`src/rtl/split_pkg.sv`:
```
// split_pkg: shared defaults and helpers for the KPN split node.
//   DATA_W_DEF  default token width
//   DEPTH_DEF   default per-branch FIFO depth (power of two, >= 2)
//   STATS_W     width of the optional token counters (SPLIT_STATS_EN)
//   ptr_width() FIFO pointer width for a given depth
package split_pkg;

  localparam int unsigned DATA_W_DEF = 16;
  localparam int unsigned DEPTH_DEF  = 4;
  localparam int unsigned STATS_W    = 16;

  function automatic int unsigned ptr_width(input int unsigned depth);
    return (depth <= 1) ? 1 : $clog2(depth);
  endfunction

endpackage

```
`src/rtl/split_fifo.sv`:
```
// split_fifo: single-clock FIFO with a registered head output.
//   clk_i, rst_ni   clock, asynchronous active-low reset
//   push_i, data_i  write request and token (ignored when full)
//   pop_i           read request (ignored when empty)
//   full_o, empty_o occupancy flags
//   head_o          registered head token; holds last presented value when
//                   empty, 0 after reset
module split_fifo
  import split_pkg::*;
#(
  parameter int unsigned DATA_W = DATA_W_DEF,
  parameter int unsigned DEPTH  = DEPTH_DEF
) (
  input  logic              clk_i,
  input  logic              rst_ni,
  input  logic              push_i,
  input  logic [DATA_W-1:0] data_i,
  input  logic              pop_i,
  output logic              full_o,
  output logic              empty_o,
  output logic [DATA_W-1:0] head_o
);

  localparam int unsigned PTR_W = ptr_width(DEPTH);
  localparam logic [PTR_W:0] CNT_ONE  = (PTR_W+1)'(1);
  localparam logic [PTR_W:0] CNT_FULL = (PTR_W+1)'(DEPTH);

  logic [DATA_W-1:0] mem_q [DEPTH];
  logic [PTR_W-1:0]  wr_ptr_q, wr_ptr_d;
  logic [PTR_W-1:0]  rd_ptr_q, rd_ptr_d;
  logic [PTR_W-1:0]  rd_ptr_nxt;
  logic [PTR_W:0]    count_q, count_d;
  logic [DATA_W-1:0] head_q, head_d;
  logic              push_ok, pop_ok;

  assign full_o     = (count_q == CNT_FULL);
  assign empty_o    = (count_q == '0);
  assign head_o     = head_q;
  assign push_ok    = push_i && !full_o;
  assign pop_ok     = pop_i && !empty_o;
  assign rd_ptr_nxt = rd_ptr_q + PTR_W'(1);

  always_comb begin
    wr_ptr_d = wr_ptr_q;
    rd_ptr_d = rd_ptr_q;
    count_d  = count_q;
    head_d   = head_q;

    if (push_ok) wr_ptr_d = wr_ptr_q + PTR_W'(1);
    if (pop_ok)  rd_ptr_d = rd_ptr_nxt;

    unique case ({push_ok, pop_ok})
      2'b10:   count_d = count_q + CNT_ONE;
      2'b01:   count_d = count_q - CNT_ONE;
      default: count_d = count_q;
    endcase

    // The head register mirrors mem[rd_ptr] but is loaded one edge early:
    // on a pop it takes the next stored token, or the incoming token when
    // the popped one was the last; a push into an empty FIFO bypasses
    // memory so the token shows after a single edge.
    if (pop_ok) begin
      if (count_q > CNT_ONE) begin
        head_d = mem_q[rd_ptr_nxt];
      end else if (push_ok) begin
        head_d = data_i;
      end
    end else if (push_ok && empty_o) begin
      head_d = data_i;
    end
  end

  always_ff @(posedge clk_i) begin
    if (push_ok) mem_q[wr_ptr_q] <= data_i;
  end

  always_ff @(posedge clk_i or negedge rst_ni) begin
    if (!rst_ni) begin
      wr_ptr_q <= '0;
      rd_ptr_q <= '0;
      count_q  <= '0;
      head_q   <= '0;
    end else begin
      wr_ptr_q <= wr_ptr_d;
      rd_ptr_q <= rd_ptr_d;
      count_q  <= count_d;
      head_q   <= head_d;
    end
  end

endmodule

```
`src/rtl/split_module.sv`:
```
// split_module: KPN split node duplicating each input token onto two
// independently buffered output channels.
//   clk, rst_n                          clock, async active-low reset
//   entry_1 / _valid / _ready           input channel
//   output_1 / _valid / _ready          branch-1 channel
//   output_2 / _valid / _ready          branch-2 channel
//   tokens_in, tokens_out_1/2           push/pop counters, present only
//                                       when SPLIT_STATS_EN is defined
module split_module
  import split_pkg::*;
#(
  parameter int unsigned DATA_W = DATA_W_DEF,
  parameter int unsigned DEPTH  = DEPTH_DEF
) (
  input  logic              clk,
  input  logic              rst_n,
  input  logic [DATA_W-1:0] entry_1,
  input  logic              entry_1_valid,
  output logic              entry_1_ready,
  output logic [DATA_W-1:0] output_1,
  output logic              output_1_valid,
  input  logic              output_1_ready,
  output logic [DATA_W-1:0] output_2,
  output logic              output_2_valid,
  input  logic              output_2_ready
`ifdef SPLIT_STATS_EN
  ,
  output logic [STATS_W-1:0] tokens_in,
  output logic [STATS_W-1:0] tokens_out_1,
  output logic [STATS_W-1:0] tokens_out_2
`endif
);

  logic full1, full2, empty1, empty2;
  logic push, pop1, pop2;

  // Acceptance uses only registered occupancy; a pop in the same cycle does
  // not free a slot early. rst_n gating keeps ready low during reset.
  assign entry_1_ready  = rst_n && !full1 && !full2;
  assign push           = entry_1_valid && entry_1_ready;
  assign output_1_valid = !empty1;
  assign output_2_valid = !empty2;
  assign pop1           = output_1_valid && output_1_ready;
  assign pop2           = output_2_valid && output_2_ready;

  split_fifo #(.DATA_W(DATA_W), .DEPTH(DEPTH)) u_fifo_1 (
    .clk_i   (clk),
    .rst_ni  (rst_n),
    .push_i  (push),
    .data_i  (entry_1),
    .pop_i   (pop1),
    .full_o  (full1),
    .empty_o (empty1),
    .head_o  (output_1)
  );

  split_fifo #(.DATA_W(DATA_W), .DEPTH(DEPTH)) u_fifo_2 (
    .clk_i   (clk),
    .rst_ni  (rst_n),
    .push_i  (push),
    .data_i  (entry_1),
    .pop_i   (pop2),
    .full_o  (full2),
    .empty_o (empty2),
    .head_o  (output_2)
  );

`ifdef SPLIT_STATS_EN
  logic [STATS_W-1:0] tokens_in_q, tokens_in_d;
  logic [STATS_W-1:0] tokens_out_1_q, tokens_out_1_d;
  logic [STATS_W-1:0] tokens_out_2_q, tokens_out_2_d;

  always_comb begin
    tokens_in_d    = tokens_in_q;
    tokens_out_1_d = tokens_out_1_q;
    tokens_out_2_d = tokens_out_2_q;
    if (push) tokens_in_d    = tokens_in_q + STATS_W'(1);
    if (pop1) tokens_out_1_d = tokens_out_1_q + STATS_W'(1);
    if (pop2) tokens_out_2_d = tokens_out_2_q + STATS_W'(1);
  end

  always_ff @(posedge clk or negedge rst_n) begin
    if (!rst_n) begin
      tokens_in_q    <= '0;
      tokens_out_1_q <= '0;
      tokens_out_2_q <= '0;
    end else begin
      tokens_in_q    <= tokens_in_d;
      tokens_out_1_q <= tokens_out_1_d;
      tokens_out_2_q <= tokens_out_2_d;
    end
  end

  assign tokens_in    = tokens_in_q;
  assign tokens_out_1 = tokens_out_1_q;
  assign tokens_out_2 = tokens_out_2_q;
`endif

endmodule

```
`config.mk`:
```
export PLATFORM = sky130hd
export DESIGN_NAME = split_module
export DESIGN_NICKNAME = d
export VERILOG_FILES = /design/src/rtl/split_pkg.sv /design/src/rtl/split_fifo.sv /design/src/rtl/split_module.sv
export SDC_FILE = /design/constraint.sdc
export NUM_CORES = 1
export LEC_CHECK = 0
export CAP_MARGIN = 30
export CELL_PAD_IN_SITES_DETAIL_PLACEMENT = 1
export CELL_PAD_IN_SITES_GLOBAL_PLACEMENT = 1
export CORE_MARGIN = 3
export CORE_UTILIZATION = 30
export CTS_CLUSTER_SIZE = 28
export DETAILED_ROUTE_END_ITERATION = 8
export PLACE_DENSITY = 0.52
export SLEW_MARGIN = 20
export SYNTH_ARGS = -nofsm -noshare
export SYNTH_HDL_FRONTEND = slang
export SYNTH_SLANG_ARGS = --single-unit
```
`constraint.sdc`:
```
create_clock -name clk -period 3.4 [get_ports clk]
set_clock_uncertainty 0.05 [all_clocks]
set_input_delay 0.68 -clock clk [delete_from_list [all_inputs] [get_ports clk]]
set_output_delay 0.68 -clock clk [all_outputs]
set_load 0.02 [all_outputs]
```
==> key figures, run 1 <==
Clocking
  – Setup bufs post-CTS: 0
  – Root buf cell: clkbuf_16
  – Clock tree buffer depth: 2
  – Clock sink count: approximately 170
  – CTS tree: built
  – Hold buffer count at cts: 0
  – Clock latency on the worst-skew pair: 0.42 ns
  – Cts bufs inserted: 17
  – CTS clk-pin slew, worst paths: 0.06 ns
  – CTS H-tree depth: 4
  – Post-CTS sizing: 0

Detailed routing
  – Remaining antenna violation count: 0
  – Iteration-0 DRC Markers: 201
  – Remaining DRCs: 0
  – Vias: 3,659
  – Post-Route WL: 17,400 um
  – Vias per cell: 4.66
  – Drt wl/cell: 22.2 um
  – Initial DRT Pass Iterations: 4

Timing
  – Slew headroom: 40.2%
  – Minimum hold slack: 0.379 ns
  – Endpoints failing setup: 0
  – Fin crit share: between 80% and 90%
  – RSZ-0062 raised after global routing: false
  – Final Hold Vio Count: 0
  – Final Max Tran Viols: 0
  – Actual slew at the worst max-slew pin: 0.897 ns
  – Setup TNS: 0 ns
  – Highest Clock Rate: 0.361 GHz
  – Minimum clock period: approximately 2.8 ns
  – Setup slack after layout: 0.634 ns

Die
  – Starting Density: 30.8%
  – Die width: between 150 and 200 um
  – Die area: 26,100 um^2
  – Die height: roughly 160 um
  – Core area: 23,600 um^2
  – Row count: 56
  – IO Count: 56

Synth
  – Yosys cell types: 33
  – Most used DFF post-synth: edfxtp_1
  – Synth Net Count: ~420
  – Post-Synthesis Cells: about 390
  – Cell area after synthesis: 7260 um^2
  – Syn Area/Cell: about 19 um^2
  – Yosys reg bits: ~170
  – Synth Warn #: 0
  – Sequential element share of the synthesized area: slightly below 70%
  – Post-synth EDFFs: 128
  – Async set or reset register ratio after synthesis: 26.4%

Critical path
  – Critical path peak fanout: 4
  – Data arrival, critical path: 2.04 ns
  – Worst Path Required: 2.67 ns
  – Max stage delay on crit path: 0.60 ns
  – Setup CP Type: register to output pin
  – CP cell instances: inv_2 > ha_1 > nand2_1 > and3_1 > clkdlybuf4s50_1
  – R2r setup slk: between 0.9 and 1 ns
  – R2R cell count: 6
  – Startpoint types: register
  – Slowest cell on the critical path: clkdlybuf4s50_1
  – Critical Path End Type: output pin

Global routing
  – Largest net degree at the start of global routing: 47
  – Total GRT Usage: 14.0%
  – Initial antenna violation count: 0
  – First-pass GRT wire length: 26,800 um
  – Vias in the first global route: 4,176
  – Aggregate global routing overflow: 0

Hold path
  – Hold crit path type: input port to async pin

Cells and area
  – Layout Nets: 492
  – Layout cells sized above 1: 17.4%
  – Diodes inserted: 0
  – Final non-filler cell total: 785
  – Design Area, Final: 8700 um^2
  – Synthesis-to-finish area growth: 19.8%

Place
  – RD Place Congestion: 0.755
  – Pre-CTS WS: 0.685 ns
  – Port Buffers: 55
  – Placed Area: 8140 um^2
  – Hpwl dp: 11,700 um
  – Placed cells: between 700 and 800

Status
  – Outcome: completed

Power and ir drop
  – Total leakage power: 3.10 nW
  – Max VDD drop: 0.289 mV
  – Pwr dens: 869 nW/um^2

Job
  – Max-Cap Viols: 0
sequential cells by signal, summed over array words and instances, names as in the netlist:
name	flops
u_fifo_1.count_q	3
u_fifo_1.head_o	16
u_fifo_1.mem_q	64
u_fifo_1.rd_ptr_q	2
u_fifo_1.wr_ptr_q	2
u_fifo_2.count_q	3
u_fifo_2.head_o	16
u_fifo_2.mem_q	64
u_fifo_2.rd_ptr_q	2
u_fifo_2.wr_ptr_q	2
per-stage QoR:
stage,util (%),total power [mW]
final,36.8,7.56
after global routing,36.8,7.99
after CTS,36.8,7.70
after detailed placement,34.5,5.80
after global placement,34.5,5.74
after floorplan,-,4.83
worst max-delay path: cells and delay by family (launching register included):
kind / cells / cell delay [ns]
adder cells (fa/ha/maj): 1 / 0.26
buffers and inverters: 2 / 0.69
flip-flops: 1 / 0.43
AND/OR/NAND/NOR: 2 / 0.25
power breakdown:
| group | leakage, nW | switching, mW | internal, mW |
|---|---|---|---|
| Clock | 0.268 | 0.788 | 1.08 |
| Combinational | 1.11 | 1.29 | 1.27 |
| Sequential | 1.72 | 0.389 | 2.73 |
synthesized netlist by cell type, drive strengths merged, types with 5 or more instances:
library cell  instances  area [um^2]
buf                  17          165
dfrtp                46         1150
edfxtp              128         3840
xnor2                 8         70.1
inv                   9         33.8
mux2i                34          340
nand2                 8         30.0
o21ai                 5         36.3
ha                   18          225
and2                 26          163
o2bb2ai              32          280
mux4                 32          743
cells in the final DEF, fill, tap and decap left out, types with 8 or more instances in the layout:
| cell | count |
|---|---|
| buf_4 | 15 |
| edfxtp_1 | 128 |
| clkdlybuf4s50_1 | 54 |
| mux4_2 | 26 |
| xnor2_1 | 8 |
| mux2i_1 | 34 |
| o2bb2ai_1 | 32 |
| nand2_1 | 8 |
| ha_1 | 18 |
| clkbuf_16 | 17 |
| dfrtp_1 | 46 |
| and2_1 | 26 |
layer usage:
metal  up-vias  wire, um  track usage [%]
met3        14       370             2.26
met4         0       241             4.34
met5         -         0                0
met2        58      8910             23.9
li1       1637         -                -
met1      1950      7920             18.2
worst paths after layout:
| kind | start | endpoint |
|---|---|---|
| max | u_fifo_2.count_q[0]$_DFFE_PN0P_ | entry_1_ready |
| min | rst_n | u_fifo_2.count_q[0]$_DFFE_PN0P_ |
| max reg2reg | u_fifo_2.count_q[0]$_DFFE_PN0P_ | u_fifo_1.mem_q[1][8]$_DFFE_PP_ |
| min reg2reg | u_fifo_1.head_o[5]$_DFFE_PN0P_ | u_fifo_1.head_o[5]$_DFFE_PN0P_ |
| max in group asynchronous | rst_n | u_fifo_1.wr_ptr_q[1]$_DFFE_PN0P_ |
| min in group clk | u_fifo_1.head_o[5]$_DFFE_PN0P_ | u_fifo_1.head_o[5]$_DFFE_PN0P_ |
cell families (layout without fill, tap and decap cells):
group,Yosys count,in the layout,synth area share (%)
DFF,174,174,68.8
buffers and inverters,31,112,3.05
muxes,66,66,14.9
and+or+nand+nor,42,42,3.34
xor gates and xnor gates,12,12,1.45
AOI/OAI and AO/OA,42,42,5.37
adders and majority gates,18,18,3.10
layout make-up:
| type | instances | area (um^2) |
|---|---|---|
| fillers | 2342 | 14900 |
| flip-flops and latches | 174 | 4990 |
| multi-input cells | 180 | 2050 |
| repair buffers | 70 | 658 |
| clock buffers | 21 | 440 |
| well taps | 319 | 399 |
| clock inverters | 11 | 120 |
| inverters | 10 | 38.8 |
(Power assumes the default switching activity.)
==> run 2: changes to the inputs <==
- clock period: 3.4 -> 2.6 ns (I/O delays scaled with it)
==> key figures, run 2 (synthesis gave the netlist of run 1 again) <==
Clocking
  – Clock latency on the worst-skew pair: 0.43 ns
  – Clock tree buffer depth: 2
  – CTS tree: built
  – Root buf cell: clkbuf_16
  – CTS clk-pin slew, worst paths: 0.06 ns
  – Hold buffer count at cts: 0
  – CTS H-tree depth: 4
  – Cts bufs inserted: 17
  – Clock sink count: 174

Timing
  – Setup slack after layout: 0.115 ns
  – Final Hold Vio Count: 0
  – Final Max Tran Viols: 0
  – Setup TNS: 0 ns
  – Actual slew at the worst max-slew pin: 0.642 ns
  – Highest Clock Rate: between 0.4 and 0.5 GHz
  – Fin crit share: 95.6%
  – RSZ-0062 raised after global routing: false
  – Endpoints failing setup: 0
  – Minimum hold slack: 0.0742 ns
  – Minimum clock period: 2.48 ns
  – Slew headroom: between 50% and 60%

Power and ir drop
  – Max VDD drop: about 0.48 mV
  – Pwr dens: 1150 nW/um^2
  – Total leakage power: 3.26 nW

Place
  – RD Place Congestion: roughly 0.73
  – Hpwl dp: 12,100 um
  – Port Buffers: 55
  – Pre-CTS WS: between 0.2 and 0.25 ns
  – Placed cells: between 700 and 800

Cells and area
  – Synthesis-to-finish area growth: 23.5%
  – Layout cells sized above 1: 21.9%
  – Layout Nets: 515
  – Final non-filler cell total: 808
  – Diodes inserted: 0
  – Biggest regs: u_fifo_1.mem_q x64, u_fifo_2.mem_q x64
  – Most frequent cells in the layout: 128 x edfxtp_1, 52 x clkdlybuf4s50_1, 46 x dfrtp_1
  – Commonest non-fill, non-tap cell in the layout: edfxtp_1

Critical path
  – Worst r2r src: u_fifo_2.count_q[0]$_DFFE_PN0P_
  – Worst setup startpoint: u_fifo_1.count_q[0]$_DFFE_PN0P_
  – R2r setup slk: 0.33 ns
  – Worst Path Required: 2.03 ns
  – Startpoint types: register
  – Data arrival, critical path: 1.91 ns
  – Critical Path End Type: output pin
  – Setup CP Type: register to output pin
  – Critical path peak fanout: 4

Detailed routing
  – Vias per cell: roughly 4.6
  – Remaining DRCs: 0
  – Drt wl/cell: 21.9 um
  – Iteration-0 DRC Markers: 253
  – Vias: roughly 3.7k
  – Initial DRT Pass Iterations: 4
  – Post-Route WL: 17,700 um
  – Remaining antenna violation count: 0

Die
  – Die width: 162 um
  – Row count: 56
  – Core area: 23,600 um^2
  – Die area: 26,100 um^2
  – IO Count: 56
  – Die height: 162 um
  – Starting Density: 30.8%

Job
  – Max-Cap Viols: 0

Global routing
  – Total GRT Usage: around 14%
  – First-pass GRT wire length: 26,900 um
  – Largest net degree at the start of global routing: 32
  – Initial antenna violation count: 0
  – Vias in the first global route: 4,153
  – Aggregate global routing overflow: 0

Status
  – Outcome: completed

Hold path
  – Hold crit path type: input port to async pin
==> run 2: what timing repair did <==
action,CTS,global route
buffers inserted,0,0
resized for setup,1,1
setup endpoints to repair,1,1
==> run 2: path summary, 6_finish.rpt <==
kind | depth (start not counted) | to
setup reg to reg | 8 | u_fifo_1.count_q[2]$_DFFE_PN0P_
max in group asynchronous | 2 | u_fifo_2.head_o[9]$_DFFE_PN0P_
hold / removal | 2 | u_fifo_1.head_o[14]$_DFFE_PN0P_
min in group clk | 1 | u_fifo_2.head_o[1]$_DFFE_PN0P_
setup / recovery | 4 | output_1_valid
hold reg to reg | 1 | u_fifo_2.head_o[1]$_DFFE_PN0P_
==> run 2: area by class of cell <==
| type | count | area, um^2 |
|---|---|---|
| tap | 319 | 399 |
| multi-input combinational | 180 | 2050 |
| fill | 2367 | 14600 |
| clock buffer | 24 | 524 |
| clock inverter | 8 | 125 |
| inverter | 10 | 38.8 |
| timing repair buffer | 93 | 845 |
| sequential | 174 | 4990 |
==> run 2: report_power, final <==
part	leakage [nW]	total [mW]	internal [mW]	switching, mW
clock network	0.305	2.74	1.70	1.04
logic	1.23	3.59	1.77	1.83
registers	1.72	3.97	3.58	0.392
total	3.26	10.3	7.05	3.26
==> run 2: worst max-delay path, stage by stage, from the launching register on <==
cell and delay (ns):
dfrtp_1 0.43, inv_2 0.08, ha_1 0.25, nand2b_1 0.12
clkdlybuf4s50_1 0.61
==> run 2: per-stage QoR <==
step / instance area [um^2] / util (%) / total power [mW]
after floorplan: 7260 / - / 6.32
after global placement: 8320 / 35.2 / 7.67
after detailed placement: 8320 / 35.2 / 7.72
after CTS: 8970 / 38.0 / 10.5
after global routing: 8970 / 38.0 / 10.9
final: 8970 / 38.0 / 10.3
==> run 2: routing by layer <==
layer | GRT usage, % | wire [um]
met4 | 5.24 | 266
met3 | 3.28 | 574
met1 | 17.6 | 7510
met5 | 0 | 0
met2 | 24.8 | 9330
==> run 3: changes to the inputs <==
- ABC_CLOCK_PERIOD_IN_PS: not set -> 2400
- GPL_ROUTABILITY_DRIVEN: not set -> 0
- clock period: 2.6 -> 2.4 ns (I/O delays scaled with it)
==> key figures, run 3 (synthesis gave the netlist of run 1 again) <==
Global routing
  – Largest net degree at the start of global routing: 31
  – First-pass GRT wire length: 26,600 um
  – Initial antenna violation count: 0
  – Aggregate global routing overflow: 0
  – Vias in the first global route: 4,209
  – Total GRT Usage: 13.9%

Power and ir drop
  – Total leakage power: 3.22 nW
  – Pwr dens: 1210 nW/um^2
  – Total power: approximately 11 mW
  – Max VDD drop: about 0.4 mV

Clocking
  – Root buf cell: clkbuf_16
  – CTS tree: built
  – CTS clk-pin slew, worst paths: approximately 0.060 ns
  – Cts bufs inserted: 17
  – Clock sink count: 174
  – Hold buffer count at cts: 0
  – Clock tree buffer depth: 2
  – Setup bufs post-CTS: 0
  – CTS H-tree depth: 4
  – Clock latency on the worst-skew pair: 0.42 ns

Critical path
  – Critical Path End Type: output pin
  – Worst r2r src: u_fifo_2.count_q[1]$_DFFE_PN0P_
  – Worst Path Required: 1.87 ns
  – Critical path peak fanout: 4
  – Startpoint types: register
  – R2R cell count: 7
  – R2r setup slk: 0.24 ns
  – Setup CP Type: register to output pin
  – RR Endpoint: u_fifo_2.head_o[2]$_DFFE_PN0P_
  – Data arrival, critical path: 1.74 ns

Detailed routing
  – Remaining DRCs: 0
  – Vias: 3,731
  – Remaining antenna violation count: 0
  – Initial DRT Pass Iterations: 5
  – Post-Route WL: 17,200 um
  – Vias per cell: 4.62
  – Iteration-0 DRC Markers: 167
  – Drt wl/cell: 21.3 um

Job
  – Max-Cap Viols: 0

Status
  – Outcome: completed

Timing
  – Actual slew at the worst max-slew pin: between 0.8 and 0.9 ns
  – Final Hold Vio Count: 0
  – Minimum clock period: 2.27 ns
  – Endpoints failing setup: 0
  – RSZ-0062 raised after global routing: false
  – Slew headroom: 44.6%
  – Highest Clock Rate: 0.441 GHz
  – Setup TNS: 0 ns
  – Setup slack after layout: 0.134 ns
  – Fin crit share: 94.4%
  – Final Max Tran Viols: 0

Die
  – Starting Density: between 30% and 40%
  – Die area: 26,100 um^2
  – Die width: about 160 um
  – Core area: between 20,000 and 25,000 um^2
  – Die height: around 160 um
  – IO Count: between 50 and 60
  – Row count: 56

Cells and area
  – Layout cells sized above 1: 21.3%
  – Biggest regs: u_fifo_1.mem_q x64, u_fifo_2.mem_q x64
  – Layout Nets: 516
  – Design Area, Final: 8920 um^2
  – Diodes inserted: 0
  – Final non-filler cell total: about 810
  – Most frequent cells in the layout: 128 x edfxtp_1, 51 x clkdlybuf4s50_1, 45 x dfrtp_1
  – Commonest non-fill, non-tap cell in the layout: edfxtp_1
  – Synthesis-to-finish area growth: 22.8%

Place
  – Placed Area: about 8400 um^2
  – Placed cells: 777
  – Port Buffers: 55
  – Pre-CTS WS: 0.0944 ns
  – Hpwl dp: 11,700 um

Hold path
  – Hold crit path type: input port to async pin
## run 3: cell count changes in the layout (fill, tap and decap cells not counted), sizes merged
cell / previous run / this run
bufinv: 3 / 1
clkinvlp: 4 / 2
dlygate4sd2: 1 / 3
clkbuf: 24 / 23
dlymetal6s2s: 1 / 0
buf: 39 / 40
clkinv: 2 / 6
clkdlybuf4s50: 52 / 51
## run 3: area by class of cell
class / instances / area [um^2]
fillers: 2367 / 14700
flip-flops and latches: 174 / 5000
multi-input cells: 180 / 2060
repair buffers: 94 / 897
clock buffers: 23 / 458
well taps: 319 / 399
clock inverters: 8 / 67.6
inverters: 10 / 38.8
## run 3: worst max-delay path, cell delays in order, from the launching register on
cell and delay [ns]:
dfrtp_2 0.44, inv_2 0.09, ha_1 0.22, nand2_1 0.08, and3_1 0.18, dlygate4sd2_1 0.31
## run 3: how the worst max path moves through the flow
stage                                           end                             from
CTS                                   entry_1_ready  u_fifo_2.count_q[0]$_DFFE_PN0P_
detailed placement  u_fifo_1.count_q[2]$_DFFE_PN0P_                    entry_1_valid
finish                                entry_1_ready  u_fifo_1.count_q[0]$_DFFE_PN0P_
floorplan            u_fifo_1.mem_q[2][0]$_DFFE_PP_  u_fifo_2.count_q[0]$_DFFE_PN0P_
global route                          entry_1_ready  u_fifo_1.count_q[0]$_DFFE_PN0P_
global placement    u_fifo_1.count_q[2]$_DFFE_PN0P_                    entry_1_valid
## run 3: timing repair
action,CTS,global route
pin swaps,0,0
resized for setup,3,3
setup endpoints to repair,3,1
## run 3: per-layer routing
layer / vias to the layer above / share of wire [%] / GRT usage, %
met4: 0 / 0.88 / 3.29
li1: 1683 / - / -
met3: 10 / 3.0 / 3.18
met5: - / 0 / 0
met2: 65 / 51 / 23.9
met1: 1973 / 45 / 17.9
## run 3: through the flow
stage / util [%] / hold slack (ns)
2_1_floorplan: - / 0.134
3_3_place_gp: 35.5 / 0.420
3_5_place_dp: 35.5 / 0.424
4_1_cts: 37.7 / 0.0270
5_1_grt: 37.8 / 0.0366
6_report: 37.8 / 0.0415
## run 3: power by group
part	total (mW)	switching, mW	internal [mW]
combinational	3.96	2.00	1.96
clock	2.52	1.09	1.44
sequential	4.27	0.394	3.88
total	10.8	3.48	7.27
